File: src/rtl/alu_pkg.sv
// rtl/alu_pkg.sv - shared encodings for the ALU control / condition slice
package alu_pkg;

    localparam logic [2:0] ALU_ADD = 3'b000;
    localparam logic [2:0] ALU_SUB = 3'b001;
    localparam logic [2:0] ALU_AND = 3'b010;
    localparam logic [2:0] ALU_ORR = 3'b011;
    localparam logic [2:0] ALU_EOR = 3'b100;
    localparam logic [2:0] ALU_SLT = 3'b101;
    localparam logic [2:0] ALU_LSL = 3'b110;
    localparam logic [2:0] ALU_LSR = 3'b111;

    typedef enum logic [1:0] {
        OP_DP  = 2'b00,
        OP_MEM = 2'b01,
        OP_BR  = 2'b10,
        OP_RSV = 2'b11
    } op_class_e;

    localparam logic [3:0] CMD_AND   = 4'b0000;
    localparam logic [3:0] CMD_EOR   = 4'b0001;
    localparam logic [3:0] CMD_SUB   = 4'b0010;
    localparam logic [3:0] CMD_ADD   = 4'b0100;
    localparam logic [3:0] CMD_CMP   = 4'b1010;
    localparam logic [3:0] CMD_SLT   = 4'b1011;
    localparam logic [3:0] CMD_ORR   = 4'b1100;
    localparam logic [3:0] CMD_SHIFT = 4'b1101;

    localparam logic [1:0] SH_LSL = 2'b00;
    localparam logic [1:0] SH_LSR = 2'b01;

    typedef enum logic [3:0] {
        COND_EQ = 4'b0000,
        COND_NE = 4'b0001,
        COND_CS = 4'b0010,
        COND_CC = 4'b0011,
        COND_MI = 4'b0100,
        COND_PL = 4'b0101,
        COND_VS = 4'b0110,
        COND_VC = 4'b0111,
        COND_HI = 4'b1000,
        COND_LS = 4'b1001,
        COND_GE = 4'b1010,
        COND_LT = 4'b1011,
        COND_GT = 4'b1100,
        COND_LE = 4'b1101,
        COND_AL = 4'b1110,
        COND_NV = 4'b1111
    } cond_e;

    typedef enum logic [1:0] {
        FW_NONE = 2'b00,
        FW_NZ   = 2'b01,
        FW_NZCV = 2'b10
    } flag_wr_e;

    typedef struct packed {
        logic [2:0] alu_control;
        logic       reg_write;
        logic       mem_write;
        logic       pc_src;
        logic       illegal;
        flag_wr_e   flag_wr;
    } decode_t;

    // Bit mask over {N,Z,C,V} selecting which fields a flag write replaces.
    function automatic logic [3:0] flag_mask(input flag_wr_e fw);
        case (fw)
            FW_NZ:   flag_mask = 4'b1100;
            FW_NZCV: flag_mask = 4'b1111;
            default: flag_mask = 4'b0000;
        endcase
    endfunction

endpackage

File: src/rtl/cond_unit.sv
// rtl/cond_unit.sv - condition-code evaluation and the {N,Z,C,V} flag register
module cond_unit
    import alu_pkg::*;
(
    input  logic       clk,
    input  logic       reset,
    input  logic [3:0] cond,
    input  flag_wr_e   flag_wr,
    input  logic       wr_en,
    input  logic [3:0] alu_flags,
    output logic [3:0] flags,
    output logic       cond_ex
);

    logic [3:0] flags_q;
    logic       n, z, c, v;
    logic [3:0] mask;

    assign {n, z, c, v} = flags_q;
    assign flags        = flags_q;
    assign mask         = flag_mask(flag_wr);

    // Always evaluated on the registered flags, so a flag-setting
    // instruction sees the state left by its predecessor.
    always_comb begin
        cond_ex = 1'b0;
        case (cond)
            COND_EQ: cond_ex = z;
            COND_NE: cond_ex = ~z;
            COND_CS: cond_ex = c;
            COND_CC: cond_ex = ~c;
            COND_MI: cond_ex = n;
            COND_PL: cond_ex = ~n;
            COND_VS: cond_ex = v;
            COND_VC: cond_ex = ~v;
            COND_HI: cond_ex = c & ~z;
            COND_LS: cond_ex = ~c | z;
            COND_GE: cond_ex = (n == v);
            COND_LT: cond_ex = (n != v);
            COND_GT: cond_ex = ~z & (n == v);
            COND_LE: cond_ex = z | (n != v);
            COND_AL: cond_ex = 1'b1;
            default: cond_ex = 1'b0;
        endcase
    end

    always_ff @(posedge clk) begin
        if (reset) begin
            flags_q <= 4'b0000;
        end else if (wr_en && cond_ex) begin
            flags_q <= (flags_q & ~mask) | (alu_flags & mask);
        end
    end

endmodule

File: src/rtl/alu_ctrl_cond.sv
// rtl/alu_ctrl_cond.sv - instruction decode to ALU control with conditional writes; ALU_CTRL_SHIFT_EN enables EOR/LSL/LSR
module alu_ctrl_cond
    import alu_pkg::*;
(
    input  logic       clk,
    input  logic       reset,
    input  logic       en,
    input  logic [1:0] op,
    input  logic [5:0] funct,
    input  logic [1:0] sh,
    input  logic [3:0] cond,
    input  logic [3:0] alu_flags,
    output logic [2:0] alu_control,
    output logic       reg_write,
    output logic       mem_write,
    output logic       pc_src,
    output logic [3:0] flags,
    output logic       illegal
);

    logic [3:0] cmd;
    logic       s_bit;
    decode_t    dec;
    logic       cond_ex;
    logic       gate;

    assign cmd   = funct[4:1];
    assign s_bit = funct[0];

`ifdef ALU_CTRL_SHIFT_EN
    logic unused_bits;
    assign unused_bits = funct[5];
`else
    logic unused_bits;
    assign unused_bits = ^{funct[5], sh};
`endif

    always_comb begin
        dec = '0;
        case (op)
            OP_DP: begin
                dec.reg_write = 1'b1;
                case (cmd)
                    CMD_ADD: begin
                        dec.alu_control = ALU_ADD;
                        if (s_bit) dec.flag_wr = FW_NZCV;
                    end
                    CMD_SUB: begin
                        dec.alu_control = ALU_SUB;
                        if (s_bit) dec.flag_wr = FW_NZCV;
                    end
                    CMD_SLT: begin
                        dec.alu_control = ALU_SLT;
                        if (s_bit) dec.flag_wr = FW_NZCV;
                    end
                    CMD_AND: begin
                        dec.alu_control = ALU_AND;
                        if (s_bit) dec.flag_wr = FW_NZ;
                    end
                    CMD_ORR: begin
                        dec.alu_control = ALU_ORR;
                        if (s_bit) dec.flag_wr = FW_NZ;
                    end
                    // Compare: subtract for flags only, result discarded.
                    CMD_CMP: begin
                        dec.alu_control = ALU_SUB;
                        dec.reg_write   = 1'b0;
                        dec.flag_wr     = FW_NZCV;
                    end
`ifdef ALU_CTRL_SHIFT_EN
                    CMD_EOR: begin
                        dec.alu_control = ALU_EOR;
                        if (s_bit) dec.flag_wr = FW_NZ;
                    end
                    CMD_SHIFT: begin
                        if (s_bit) dec.flag_wr = FW_NZ;
                        case (sh)
                            SH_LSL:  dec.alu_control = ALU_LSL;
                            SH_LSR:  dec.alu_control = ALU_LSR;
                            default: dec.illegal     = 1'b1;
                        endcase
                    end
`endif
                    default: dec.illegal = 1'b1;
                endcase
            end
            OP_MEM: begin
                dec.alu_control = funct[3] ? ALU_ADD : ALU_SUB;
                dec.reg_write   = funct[0];
                dec.mem_write   = ~funct[0];
            end
            OP_BR: begin
                dec.alu_control = ALU_ADD;
                dec.pc_src      = 1'b1;
            end
            default: dec.illegal = 1'b1;
        endcase
        // An undecodable instruction must have no side effects at all.
        if (dec.illegal) begin
            dec         = '0;
            dec.illegal = 1'b1;
        end
    end

    cond_unit u_cond_unit (
        .clk       (clk),
        .reset     (reset),
        .cond      (cond),
        .flag_wr   (dec.flag_wr),
        .wr_en     (en & ~dec.illegal),
        .alu_flags (alu_flags),
        .flags     (flags),
        .cond_ex   (cond_ex)
    );

    assign gate        = en & cond_ex & ~reset;
    assign alu_control = dec.alu_control;
    assign illegal     = dec.illegal;
    assign reg_write   = dec.reg_write & gate;
    assign mem_write   = dec.mem_write & gate;
    assign pc_src      = dec.pc_src & gate;

endmodule

File: config.mk
export PLATFORM = sky130hd
export DESIGN_NAME = alu_ctrl_cond
export DESIGN_NICKNAME = d
export VERILOG_FILES = /design/src/rtl/alu_pkg.sv /design/src/rtl/cond_unit.sv /design/src/rtl/alu_ctrl_cond.sv
export SDC_FILE = /design/constraint.sdc
export NUM_CORES = 1
export LEC_CHECK = 0
export CAP_MARGIN = 20
export CORE_MARGIN = 1
export CORE_UTILIZATION = 44
export DETAILED_ROUTE_END_ITERATION = 12
export MAX_ROUTING_LAYER = met4
export PLACE_DENSITY = 0.83
export SLEW_MARGIN = 0
export SYNTH_ARGS = -nofsm -noshare
export SYNTH_HDL_FRONTEND = slang
export SYNTH_HIERARCHICAL = 1
export SYNTH_SLANG_ARGS = --single-unit
export TNS_END_PERCENT = 30
File: constraint.sdc
create_clock -name clk -period 3.65 [get_ports clk]
set_input_delay 0.5475 -clock clk [delete_from_list [all_inputs] [get_ports clk]]
set_output_delay 0.5475 -clock clk [all_outputs]
set_load 0.05 [all_outputs]
# Word level (Yosys, flattened, before mapping)
# Cells that the tools add are included.
[classes]
n_addsub = 0
bitwise = 21
n_reduce_logical = 9
shifts = 0
mux = 16
eq_ne = 25
magnitude_cmp = 0
n_mul = 0
div = 0
[op_table]
columns = ["cell", "n"]
rows = [
  ["4-bit == test, second input constant", 10],
  ["4-bit by 3-bit == test with 1-bit output, second input constant", 5],
  ["1-bit one-hot mux with 15 select lines", 1],
  ["4-bit by 2-bit == test with 1-bit output, second input constant", 3],
  ["3-bit one-hot mux with 4 select lines", 1],
  ["9-bit two-way mux", 1],
  ["1-bit AND", 8],
  ["4-bit AND", 2],
  ["4-bit zero test", 2],
  ["4-bit one-hot mux with 2 select lines", 1],
  ["1-bit NOT", 7],
  ["1-bit two-way mux", 6],
  ["2-bit one-hot mux with 3 select lines", 1],
  ["3-bit one-hot mux with 2 select lines", 1],
  ["2-bit OR reduction", 3],
  ["6-bit OR reduction", 1],
  ["2-bit by 1-bit == test with 1-bit output, second input constant", 2],
  ["2-bit == test, second input constant", 2],
  ["4-bit by 1-bit == test with 1-bit output, second input constant", 1],
  ["2-bit two-way mux", 2],
  ["4-bit NOT", 1],
  ["4-bit bitwise OR", 1],
  ["1-bit one-hot mux with 2 select lines", 2],
  ["3-bit OR reduction", 1],
  ["5 further kinds", 6],
]
[totals]
latchBits = 0
mem_count = 0
ramBits = 0
input_bits = 21
mem_bits_ro = 0
ff_bits = 4

# Depth between registers and ports, before layout
[logic_depth]
depth_word = 10
ltp_mapped = 9

# By module
# The synthesis kept the hierarchy.
[by_module_without_submodules]
columns = ["module", "cells_per_inst", "instances", "area_each_um2", "seq_area_each_um2"]
rows = [
  ["cond_unit", 56, 1, 462.9, 80.1],
  ["alu_ctrl_cond", 38, 1, 260.2, 0.0],
]

# Least setup slack after synthesis
# No wires, ideal clock.
[synth_path]
kind = "reg-to-output"
from = "register (tool-made name)"
to = "output port reg_write"
stages_incl_launch_ff = 8
n_path_buf = 1
arrival_time_ns = 2.695
path_slack_ns = 0.407
cell_sequence = "dfxtp_1 clkbuf_2 nor4bb_1 o31ai_1 a31o_2 nand3_1 nand3b_1 nor3_1"
[synth_lines]
columns = ["item", "line", "source"]
rows = [
  ["end, declared", "alu_ctrl_cond.sv:14", "output logic reg_write,"],
]

# Worst setup path after layout
[layout_path]
from = "input port cond[0]"
to = "output port mem_write"
[layout_between]
elab_chain_cells = 5
[layout_lines]
columns = ["item", "line", "source"]
rows = [
  ["start, declared", "alu_ctrl_cond.sv:11", "input logic [3:0] cond,"],
  ["4-bit == test, or another cell as far along", "cond_unit.sv:27", "case (cond)"],
  ["1-bit one-hot mux with 15 select lines (*)", "cond_unit.sv:27", ""],
  ["via cond_ex", "alu_ctrl_cond.sv:24", "logic cond_ex;"],
  ["1-bit AND (*) (2 in series)", "alu_ctrl_cond.sv:116", "assign gate = en & cond_ex & ~reset;"],
  ["1-bit AND (*)", "alu_ctrl_cond.sv:120", "assign mem_write = dec.mem_write & gate;"],
  ["end, declared", "alu_ctrl_cond.sv:15", "output logic mem_write,"],
]
# The timed path passes the listed nets; every way through them passes the cells marked *.

==> impl_metrics.toml <==
[cts]
cts_buffer_depth = 2
postCtsHoldBufs = 0
cts_tree = "yes"
root_buffer = "clkbuf_4"
cts_htree_levels = 1
cts_buffers = 3
cts_sinks = 4
clk_pin_slew_ns = 0.03
clock_latency_ns = 0.23
cts_setup_buffers = 0
cts-resized-gates = 0

[critical_path]
r2r_slack_ns = 1.89
crit_type = "in -> out"
cp.required_ns = 3.10
crit_end = "mem_write"
path_max_fanout = 14
rr_worst_depth = 5
cp-end-kind = "primary output"
startpoint_type = "input pin"
worstPathArrival_ns = 2.78
crit_start = "cond[0]"

[grt]
grt_pass1_wl_mm = 2.75
grt-ovfl-total = 0
grt_max_degree = 15
antenna_found_initial = 0
groute.usage.overall = 0.198
grt_pass1_vias = 649

[min_path]
min_path_type = "reg -> reg"

[detailed_routing]
drt-initial-drc-count = 12
vias = 731
dr.pass1.iters = 4
wirelength_mm = 1.61
ant_nets = 0
wl_per_cell_um = 12.0
drt-vias-per-instance = 5.46
drc = 0

[timing]
finalSetupTns_ns = 0
finClkSkew_ns = 0.00240
rsz0062_at_grt = "no"
final_max_slew_viol_count = 0
setup_viol_count_final = 0
worstMarginPinSlew_ns = 0.494
finalCritPeriodShare = 0.913
max_slew_margin = 0.670
fmax_mhz = 300
timing.hold.ws_ns = 0.543
hold_viol_final = 0
finalCriticalPeriod_ns = 3.33

[floorplan]
initial_core_util = 0.475
rows = 14
dieWidth_um = 42.5
pin_count = 32
die_y_um = 42.5
die-area_um2 = 1810
coreArea_um2 = 1520

[synth]
ys_seq_area_frac = 0.111
syn_inst = 94
async_flop_share = 0
synth_edf_count = 0
yosys_warnings = 6
syn_area_um2 = 723
synth.distinct_cells = 42
synth_nets = 119
ys_ff_latch = 4
synth.avg_cell_area_um2 = 7.69
synthFlopType = "dfxtp_1"

[layout]
antennaDiodeCount = 0
fin_util = 0.676
area_delta_synth_final_pct = 42.4
layout_commonest_cell = "clkdlybuf4s50_1"
final_nets = 145
drive_gt1_frac = 0.102
fillCellCount = 126
layout_common_cells = "25 x clkdlybuf4s50_1, 12 x nand2b_1, 8 x inv_1"
fin_area_um2 = 1030

[power_and_ir_drop]
p_leak_nw = 0.392
ir_drop_v = 0.000159
p_per_area_nw_per_um2 = 174

[placement]
globalplace.congestion = 0.800
io_buffers = 28
placed_area_um2 = 1010
dp_hpwl_mm = 1.29

[status]
status = "finished clean"

[run]
cap_violations = 0
==> power breakdown <==
group	switching [mW]	internal [mW]	total, mW
logic	0.0410	0.0395	0.0806
registers	0.000387	0.0442	0.0445
clock network	0.0175	0.0367	0.0543
total	0.0590	0.120	0.179
==> through the flow <==
step / cells / power, mW / worst slack [ns]
2_1_floorplan: 94 / 0.0933 / 0.407
3_3_place_gp: 131 / 0.124 / 0.380
3_5_place_dp: 131 / 0.126 / 0.310
4_1_cts: 134 / 0.182 / 0.304
5_1_grt: 134 / 0.192 / 0.140
6_report: 134 / 0.179 / 0.318
==> kinds of logic (layout without fill, tap and decap cells) <==
logic type,count (synthesis),count (layout),share of synthesized area
compound gates,18,18,0.201
xor+xnor,4,4,0.0485
fa+ha+maj,4,4,0.0692
buf+inv,15,39,0.106
flops,4,4,0.111
mux,4,4,0.0554
simple gates,45,45,0.410
==> metal layers <==
layer / up-vias / track usage / wire [um]
li1: 379 / - / -
met2: 20 / 0.317 / 778
met5: - / - / 0
met1: 330 / 0.251 / 759
met4: 0 / 0.0875 / 23
met3: 2 / 0.0172 / 49
==> final cells by class <==
class                   instances  area (um2)  share of cell area
clock buffers                   3        22.5              0.0219
inverters                       8        30.0              0.0292
multi-input cells              75         567               0.550
flip-flops and latches          4        80.1              0.0778
well taps                      16        20.0              0.0194
repair buffers                 28         310               0.301
==> worst max-delay path: stages <==
cell	delay, ns
clkdlybuf4s50_1	0.71
nor4bb_1	0.32
o31ai_1	0.12
a31o_2	0.28
nand3_1	0.10
nand3b_1	0.16
nor4b_2	0.37
buf_12	0.19
==> worst min path at each step <==
stage,depth (start not counted),startpoint,endpoint,slack [ns]
CTS,2,register,register,0.54
global route,2,register,register,0.57
detailed placement,2,register,register,0.54
global placement,2,register,register,0.52
finish,2,register,register,0.54
floorplan,2,alu_flags[0],register,0.70
==> synth_stat cells (all sizes together), types with 3 or more instances <==
library cell | number | area share
nor2 | 5 | 0.026
nor3b | 4 | 0.042
dfxtp | 4 | 0.11
xor2 | 3 | 0.036
buf | 5 | 0.052
ha | 4 | 0.069
mux2i | 4 | 0.055
and2b | 3 | 0.031
inv | 8 | 0.042
nor2b | 4 | 0.035
nand3 | 3 | 0.021
a21oi | 3 | 0.021
nand2b | 12 | 0.10
Note: power is estimated with default switching activity, not from simulation.
